===== src/rtl/alu_pkg.sv =====
// +--------------------------------------------------------------------------+
// | alu_pkg : widths, op encodings and helpers shared by the ALU classes     |
// | Rev 1.0                                                                  |
// +--------------------------------------------------------------------------+
`default_nettype none

package alu_pkg;

  localparam int WORD_W = 20;
  localparam int HALF_W = 10;

  typedef enum logic [1:0] {
    OP_ADD  = 2'b00,
    OP_ADC  = 2'b01,
    OP_AND  = 2'b10,
    OP_RSVD = 2'b11
  } alu_op_e;

  typedef logic [WORD_W-1:0] word_t;

  // Keeps only the bits that belong to the active width of the given mode.
  function automatic word_t width_mask(input logic full_mode);
    word_t m;
    m = '0;
    m[HALF_W-1:0] = '1;
    if (full_mode) m = '1;
    return m;
  endfunction

endpackage : alu_pkg

`default_nettype wire


===== src/rtl/alu_adder_core.sv =====
// +--------------------------------------------------------------------------+
// | alu_adder_core : combinational width-selectable adder with carry in/out  |
// | Rev 1.0                                                                  |
// +--------------------------------------------------------------------------+
`default_nettype none

module alu_adder_core
  import alu_pkg::*;
(
  input  logic              mode,
  input  logic [WORD_W-1:0] a,
  input  logic [WORD_W-1:0] b,
  input  logic              cin,
  output logic [WORD_W-1:0] sum,
  output logic              cout
);

  logic [WORD_W-1:0] mask;
  logic [WORD_W-1:0] a_act;
  logic [WORD_W-1:0] b_act;
  logic [WORD_W:0]   raw;

  assign mask  = width_mask(mode);
  assign a_act = a & mask;
  assign b_act = b & mask;
  assign raw   = {1'b0, a_act} + {1'b0, b_act} + {{WORD_W{1'b0}}, cin};

  // Half-word carry lands in bit HALF_W because the upper operand bits are zero.
  assign sum  = raw[WORD_W-1:0] & mask;
  assign cout = mode ? raw[WORD_W] : raw[HALF_W];

endmodule : alu_adder_core

`default_nettype wire


===== src/rtl/alu_addand_unit.sv =====
// +--------------------------------------------------------------------------+
// | alu_addand_unit : registered ADD / ADC / AND slice with zero+carry flags |
// | Rev 1.0                                                                  |
// +--------------------------------------------------------------------------+
`default_nettype none

module alu_addand_unit
  import alu_pkg::*;
(
  input  logic              clk,
  input  logic              rst_n,
  input  logic              in_valid,
  input  logic [1:0]        op,
  input  logic              mode,
  input  logic [WORD_W-1:0] a,
  input  logic [WORD_W-1:0] b,
  output logic              out_valid,
  output logic [WORD_W-1:0] c,
  output logic              zero,
  output logic              carry
);

  alu_op_e           op_sel;
  logic              launch;
  logic              add_cin;
  logic [WORD_W-1:0] add_sum;
  logic              add_cout;
  logic [WORD_W-1:0] and_res;
  logic [WORD_W-1:0] result;
  logic              result_zero;
  logic              carry_next;

  assign op_sel = alu_op_e'(op);
  assign launch = in_valid && (op_sel != OP_RSVD);

  // ADC consumes the flag as it stood before this edge, which chains back-to-back ops.
  assign add_cin = (op_sel == OP_ADC) ? carry : 1'b0;

  alu_adder_core u_adder (
    .mode (mode),
    .a    (a),
    .b    (b),
    .cin  (add_cin),
    .sum  (add_sum),
    .cout (add_cout)
  );

  assign and_res = a & b & width_mask(mode);

  always_comb begin
    result     = add_sum;
    carry_next = add_cout;
    if (op_sel == OP_AND) begin
      result     = and_res;
      carry_next = carry;
    end
  end

  // Upper bits are already zero in half-word mode, so a full-width test suffices.
  assign result_zero = (result == '0);

  always_ff @(posedge clk) begin
    if (!rst_n) begin
      out_valid <= 1'b0;
      c         <= '0;
      zero      <= 1'b0;
      carry     <= 1'b0;
    end else begin
      out_valid <= launch;
      if (launch) begin
        c     <= result;
        zero  <= result_zero;
        carry <= carry_next;
      end
    end
  end

endmodule : alu_addand_unit

`default_nettype wire


===== config.mk =====
export PLATFORM = sky130hd
export DESIGN_NAME = alu_addand_unit
export DESIGN_NICKNAME = d
export VERILOG_FILES = /design/src/rtl/alu_pkg.sv /design/src/rtl/alu_adder_core.sv /design/src/rtl/alu_addand_unit.sv
export SDC_FILE = /design/constraint.sdc
export NUM_CORES = 1
export LEC_CHECK = 0
export CAP_MARGIN = 20
export CORE_MARGIN = 8
export CORE_UTILIZATION = 45
export CTS_CLUSTER_SIZE = 25
export DETAILED_ROUTE_END_ITERATION = 8
export PLACE_DENSITY = 0.78
export SLEW_MARGIN = 0
export SYNTH_ARGS = -nofsm -noshare
export SYNTH_HDL_FRONTEND = slang
export SYNTH_HIERARCHICAL = 1
export SYNTH_SLANG_ARGS = --single-unit

===== constraint.sdc =====
create_clock -name clk -period 3.18 [get_ports clk]
set_input_delay 0.477 -clock clk [delete_from_list [all_inputs] [get_ports clk]]
set_output_delay 0.477 -clock clk [all_outputs]
set_load 0.1 [all_outputs]

# [Word-level counts from Yosys, hierarchy flattened]
# Cells that the tools add are included.
[word_totals] ff_bits=23 wordCells=22
[classes] eq_ne=3 reduce_logical=3 n_mux=4 n_addsub=2 bitwise_logic=6
[op_table] operator="AND 20 bit" n=5
[op_table] operator="2-to-1 mux 20 bit" n=2
[op_table] operator="adder 20 x 20 -> 21 bit" n=1
[op_table] operator="adder 21 x 1 -> 21 bit" n=1
[op_table] operator="logical NOT 20 bit" n=1
[op_table] operator="== test 2 x 1 -> 1 bit (second input constant)" n=1
[op_table] operator="== test 2 bit (second input constant)" n=1
[op_table] operator="2-to-1 mux 1 bit" n=2
[op_table] operator="!= test 2 bit (second input constant)" n=1
[op_table] operator="AND reduction 2 bit" n=1
[op_table] operator="logical AND 1 bit" n=1
[op_table] operator="inverter 1 bit" n=1

# [Logic depth before layout (Yosys ltp)]
[depth] depth_word=7 ltp_mapped=16 mapped_depth_nobuf=15

# [Modules after synthesis]
# Netlist, hierarchy kept.
[by_module_without_submodules] mod="alu_addand_unit" instances=1 area_each_um2=1276.2 cells_per_inst=138
[by_module_without_submodules] mod="alu_adder_core" instances=1 area_each_um2=1260.0 cells_per_inst=184

# [Worst setup path after synthesis]
# No wires, ideal clock.
[synth_timing] path_kind="register -> register" from="register carry" to="register zero" slack_ps=-697 stages_incl_launch_ff=16 required_ps=3092 t_arrival_ps=3789 synth_period_minus_slack_ps=3877 n_path_buf=0 cell_sequence="dfxtp_1 > nand2_1 > nor2_1 > inv_1 > fa_1 > fa_1 > nand2b_1 > a21oi_1 > o211ai_1 > a211oi_1 > o21a_1 > nor3_1 > o21ai_0 > nand3_1 > or3_1 > o32ai_2"
[synth_between] elab_chain_cells=5
[synth_lines] element="start: declaration" line_no="alu_addand_unit.sv:20" rtl="output logic carry"
[synth_lines] element="start signal: assignment" line_no="alu_addand_unit.sv:73" rtl="carry <= carry_next;"
[synth_lines] element="2-to-1 mux 1 bit" line_no="alu_addand_unit.sv:37" rtl="assign add_cin = (op_sel == OP_ADC) ? carry : 1'b0;"
[synth_lines] element="named net add_cin" line_no="alu_addand_unit.sv:25" rtl="logic add_cin;"
[synth_lines] element="adder 21 x 1 -> 21 bit" line_no="alu_adder_core.sv:26" rtl="assign raw = {1'b0, a_act} + {1'b0, b_act} + {{WORD_W{1'b0}}, cin};"
[synth_lines] element="AND 20 bit" line_no="alu_adder_core.sv:29" rtl="assign sum = raw[WORD_W-1:0] & mask;"
[synth_lines] element="named net add_sum[14]" line_no="alu_addand_unit.sv:26" rtl="logic [WORD_W-1:0] add_sum;"
[synth_lines] element="2-to-1 mux 20 bit" line_no="alu_addand_unit.sv:53" rtl="if (op_sel == OP_AND) begin"
[synth_lines] element="logical NOT 20 bit" line_no="alu_addand_unit.sv:60" rtl="assign result_zero = (result == '0);"
[synth_lines] element="end signal: assignment" line_no="alu_addand_unit.sv:72" rtl="zero <= result_zero;"
[synth_lines] element="end: declaration" line_no="alu_addand_unit.sv:19" rtl="output logic zero,"
# The timed path passes the listed nets, and every way through them passes these cells.
# A chain may end at the register's enable or synchronous reset.

# [Worst setup path after layout]
# Ends and elaborated chain as after synthesis.

==> metrics.txt <==
# TYPE chip_impl_metric gauge
chip_impl_info{name="status",value="finished, violations left"} 1
chip_impl_info{name="violations",value="negative setup slack"} 1
chip_impl_info{name="hold_class",value="reg -> reg"} 1
chip_impl_metric{name="seqPwrFrac",unit=""} 0.257
chip_impl_metric{name="fin_nets",unit=""} 530
chip_impl_metric{name="achievable-frequency",unit="MHz"} 314
chip_impl_metric{name="tritoncts.num_buffers",unit=""} 3
chip_impl_metric{name="fill_cells",unit=""} 458
chip_impl_metric{name="floorplan.io_pins",unit=""} 69
chip_impl_metric{name="clock-skew-final",unit="ps"} 7.24
chip_impl_metric{name="grt_use_total",unit=""} 0.200
chip_impl_metric{name="worst-path-max-fanout",unit=""} 5
chip_impl_metric{name="gr-total-overflow",unit=""} 0
chip_impl_metric{name="dpl_worst_slack",unit="ps"} -620
chip_impl_metric{name="leakage",unit="nW"} 1.99
chip_impl_metric{name="die_area",unit="sq mm"} 0.00829
chip_impl_metric{name="asyncSetResetFlopFracSynth",unit=""} 0
chip_impl_metric{name="finalCritPeriodShare",unit=""} 1.00
chip_impl_metric{name="ctsHtreeMaxLevel",unit=""} 1
chip_impl_metric{name="wire_per_inst",unit="um"} 16.2
chip_impl_metric{name="synthesis.instances",unit=""} 322
chip_impl_metric{name="p_int",unit="mW"} 0.719
chip_impl_metric{name="hold_ws",unit="ps"} 503
chip_impl_metric{name="finalSetupViolCount",unit=""} 1
chip_impl_metric{name="routabilityCongestion",unit=""} 0.934
chip_impl_metric{name="ctsLongestPathBuffers",unit=""} 2
chip_impl_metric{name="layout-drive-gt1-share",unit=""} 0.312
chip_impl_metric{name="reg2regPathDepth",unit=""} 15
chip_impl_metric{name="timing_hold_violations_final",unit=""} 0
chip_impl_metric{name="regToRegSetupSlack",unit="ps"} -6
chip_impl_metric{name="max_cap_viol",unit=""} 0
chip_impl_metric{name="synth_area_per_cell",unit="sq um"} 7.88
chip_impl_metric{name="wirelength",unit="mm"} 8.65
chip_impl_metric{name="worst_hold_path_depth",unit=""} 2
chip_impl_metric{name="synth-seq-cells",unit=""} 23
chip_impl_metric{name="avg_vias_per_cell",unit=""} 5.57
chip_impl_info{name="critical_path.reg2reg.startpoint",value="carry$_SDFFE_PN0P_"} 1
chip_impl_metric{name="n_antenna_cell",unit=""} 0
chip_impl_metric{name="synth_warnings",unit=""} 6
chip_impl_metric{name="drt-initial-drc-count",unit=""} 244
chip_impl_info{name="crit_path_start",value="carry$_SDFFE_PN0P_"} 1
chip_impl_metric{name="dieWidth",unit="um"} 91.1
chip_impl_metric{name="clockPowerShare",unit=""} 0.150
chip_impl_metric{name="post-layout-total-power",unit="mW"} 1.26
chip_impl_metric{name="timing.max_slew.rel_slack",unit=""} 0.351
chip_impl_info{name="synth_top_cells_by_area",value="sky130_fd_sc_hd__dfxtp_1, sky130_fd_sc_hd__ha_1, sky130_fd_sc_hd__o211a_1, sky130_fd_sc_hd__and2_1, sky130_fd_sc_hd__nand2_1"} 1
chip_impl_metric{name="postLayoutCoreUtil",unit=""} 0.714
chip_impl_metric{name="post_synth_num_cell_types",unit=""} 50
chip_impl_info{name="cp-end-kind",value="flop"} 1
chip_impl_info{name="yosys.area.top_type",value="sky130_fd_sc_hd__dfxtp_1"} 1
chip_impl_metric{name="antenna_found_initial",unit=""} 0
chip_impl_metric{name="finalMaxSlewViolations",unit=""} 0
chip_impl_info{name="layout_common_cells",value="sky130_fd_sc_hd__buf_4, sky130_fd_sc_hd__clkdlybuf4s50_1, sky130_fd_sc_hd__nand2_1, sky130_fd_sc_hd__and2_1, sky130_fd_sc_hd__dfxtp_1"} 1
chip_impl_metric{name="route.vias.total",unit=""} 2974
chip_impl_metric{name="area_occupied_by_multi_input_gates",unit="sq mm"} 0.00201
chip_impl_metric{name="floorplan.die.height",unit="um"} 91.1
chip_impl_metric{name="largest_net_degree_at_the_start_of_global_routing",unit=""} 32
chip_impl_metric{name="row_count",unit=""} 27
chip_impl_info{name="worstSetupPathType",value="reg -> reg"} 1
chip_impl_metric{name="ant_nets",unit=""} 0
chip_impl_metric{name="dp_hpwl",unit="mm"} 6.89
chip_impl_metric{name="synth-seq-area-share",unit=""} 0.182
chip_impl_info{name="cts_tree",value="done"} 1
chip_impl_metric{name="synth.cell_area",unit="sq mm"} 0.00254
chip_impl_metric{name="timing_worst_slew_pin_value",unit="ps"} 971
chip_impl_info{name="commonest_non_fill_non_tap_cell_in_the_layout",value="sky130_fd_sc_hd__buf_4"} 1
chip_impl_metric{name="worstSkewPairLatency",unit="ps"} 270
chip_impl_metric{name="yosysTopAreaCellShare",unit=""} 0.182
chip_impl_info{name="critPathLaunchType",value="flop"} 1
chip_impl_metric{name="finalWorstSetupSlack",unit="ps"} -6.00
chip_impl_metric{name="vdd.ir_drop.worst",unit="mV"} 0.445
chip_impl_metric{name="remaining_drc_errors",unit=""} 0
chip_impl_info{name="crit-reg2reg-capture",value="zero$_SDFFE_PN0P_"} 1
chip_impl_metric{name="setup-tns-final",unit="ps"} -6.00
chip_impl_metric{name="synth_enable_flop_cells",unit=""} 0
chip_impl_metric{name="initial_core_util",unit=""} 0.463
chip_impl_metric{name="syn-num-nets",unit=""} 389
chip_impl_metric{name="power_density",unit="mW/mm^2"} 322
chip_impl_metric{name="synth_to_layout_area_growth",unit="%"} 54.0
chip_impl_metric{name="comb_power_share",unit=""} 0.593
chip_impl_metric{name="arrival",unit="ps"} 3380
chip_impl_info{name="rsz0062_at_grt",value="true"} 1
chip_impl_metric{name="grt_first_pass_wirelength",unit="mm"} 14.0
chip_impl_metric{name="clk_pin_slew_worst_paths",unit="ps"} 80
chip_impl_metric{name="placeableCoreArea",unit="sq mm"} 0.00547
chip_impl_info{name="cts_root_buffer",value="sky130_fd_sc_hd__clkbuf_8"} 1
chip_impl_info{name="cp-endpoint",value="zero$_SDFFE_PN0P_"} 1
chip_impl_metric{name="cp.required",unit="ps"} 3370
chip_impl_metric{name="cts.sinks",unit=""} 23
chip_impl_metric{name="placement.io_buffers",unit=""} 68
chip_impl_metric{name="min_period",unit="ps"} 3190
chip_impl_metric{name="number_of_global_route_vias_before_repair",unit=""} 2924
chip_impl_metric{name="drt-pass1-iter-count",unit=""} 5
chip_impl_metric{name="register_area",unit="sq um"} 464
chip_impl_metric{name="switchingPower",unit="mW"} 0.538
chip_impl_metric{name="sw_frac_of_total",unit=""} 0.428
chip_impl_info{name="most_used_flip_flop_cell_after_synthesis",value="sky130_fd_sc_hd__dfxtp_1"} 1
## what timing repair did
action | CTS | global route
endpoints found under the setup margin | 5 | 4
pin swaps | 18 | 20
hold buffers | 0 | 0
resized for setup | 13 | 18
gates cloned | 0 | 0
setup buffers | 11 | 3
## kinds of logic after synthesis
family                   count (synthesis)  synth area share
flip-flops                              23             0.182
multiplexers                            13            0.0513
adder cells (fa/ha/maj)                 21             0.110
XOR/XNOR                                 8            0.0276
buffers and inverters                   29            0.0592
AO/OA/AOI/OAI                           99             0.288
AND/OR/NAND/NOR                        129             0.283
## critical path, cell delays in order, from the launching register on
cell	delay, ps
sky130_fd_sc_hd__dfxtp_4	360
sky130_fd_sc_hd__nand2_2	50
sky130_fd_sc_hd__nor2_1	40
sky130_fd_sc_hd__inv_1	70
sky130_fd_sc_hd__fa_2	230
sky130_fd_sc_hd__buf_4	120
sky130_fd_sc_hd__nor2b_4	30
sky130_fd_sc_hd__o31a_1	260
sky130_fd_sc_hd__o41a_1	460
sky130_fd_sc_hd__a21o_1	250
sky130_fd_sc_hd__a211oi_2	210
sky130_fd_sc_hd__mux2i_1	100
sky130_fd_sc_hd__mux2i_1	270
sky130_fd_sc_hd__nand4_1	160
sky130_fd_sc_hd__or2_1	250
sky130_fd_sc_hd__o32ai_2	240
## cells in the mapped netlist, drive strengths merged (8+ instances only)
library cell,number
nand4,9
clkbuf,12
a21oi,29
dfxtp,23
a21o,8
ha,19
inv,12
and2,22
nor2,15
o211a,19
nand2,35
and3,13
mux2i,13
o21ai,11
## registers in the layout, summed over array words and instances (netlist names)
name / count
c: 20
carry: 1
out_valid: 1
zero: 1
## per-stage QoR
stage | instances | area (sq um)
2_1_floorplan | 322 | 2570
3_3_place_gp | 518 | 3730
3_5_place_dp | 518 | 3730
4_1_cts | 533 | 3860
5_1_grt | 534 | 3910
6_report | 534 | 3910
## routing by layer
layer	global-route usage	vias to the layer above	wire, um
met5	0	-	0
met3	0.0403	14	541
li1	-	1469	-
met4	0.0628	0	172
met2	0.340	97	4120
met1	0.247	1394	3820
## worst min path at each step
stage                           start                    to  slack (ps)
global route        c[1]$_SDFFE_PN0P_     c[1]$_SDFFE_PN0P_         530
global placement    c[1]$_SDFFE_PN0P_     c[1]$_SDFFE_PN0P_         490
CTS                 zero$_SDFFE_PN0P_     zero$_SDFFE_PN0P_         510
detailed placement  zero$_SDFFE_PN0P_     zero$_SDFFE_PN0P_         490
finish              zero$_SDFFE_PN0P_     zero$_SDFFE_PN0P_         500
floorplan                       rst_n  out_valid$_SDFF_PN0_         600
## power by group through the flow
stage          Sequential, mW  Clock, mW  Combinational (mW)
5_1_grt                 0.326      0.209               0.794
3_5_place_dp            0.330          0               0.709
4_1_cts                 0.324      0.190               0.728
6_report                0.324      0.189               0.745
2_1_floorplan           0.489          0               0.275
3_3_place_gp            0.329          0               0.697
## final cells by class
| type | instances | share of cell area |
|---|---|---|
| well taps | 72 | 0.0231 |
| multi-input cells | 270 | 0.514 |
| inverters | 12 | 0.0115 |
| repair buffers | 153 | 0.320 |
| clock buffers | 3 | 0.0106 |
| flip-flops and latches | 23 | 0.119 |
| clock inverters | 1 | 0.00160 |
Power figures use the tool's default switching activity.
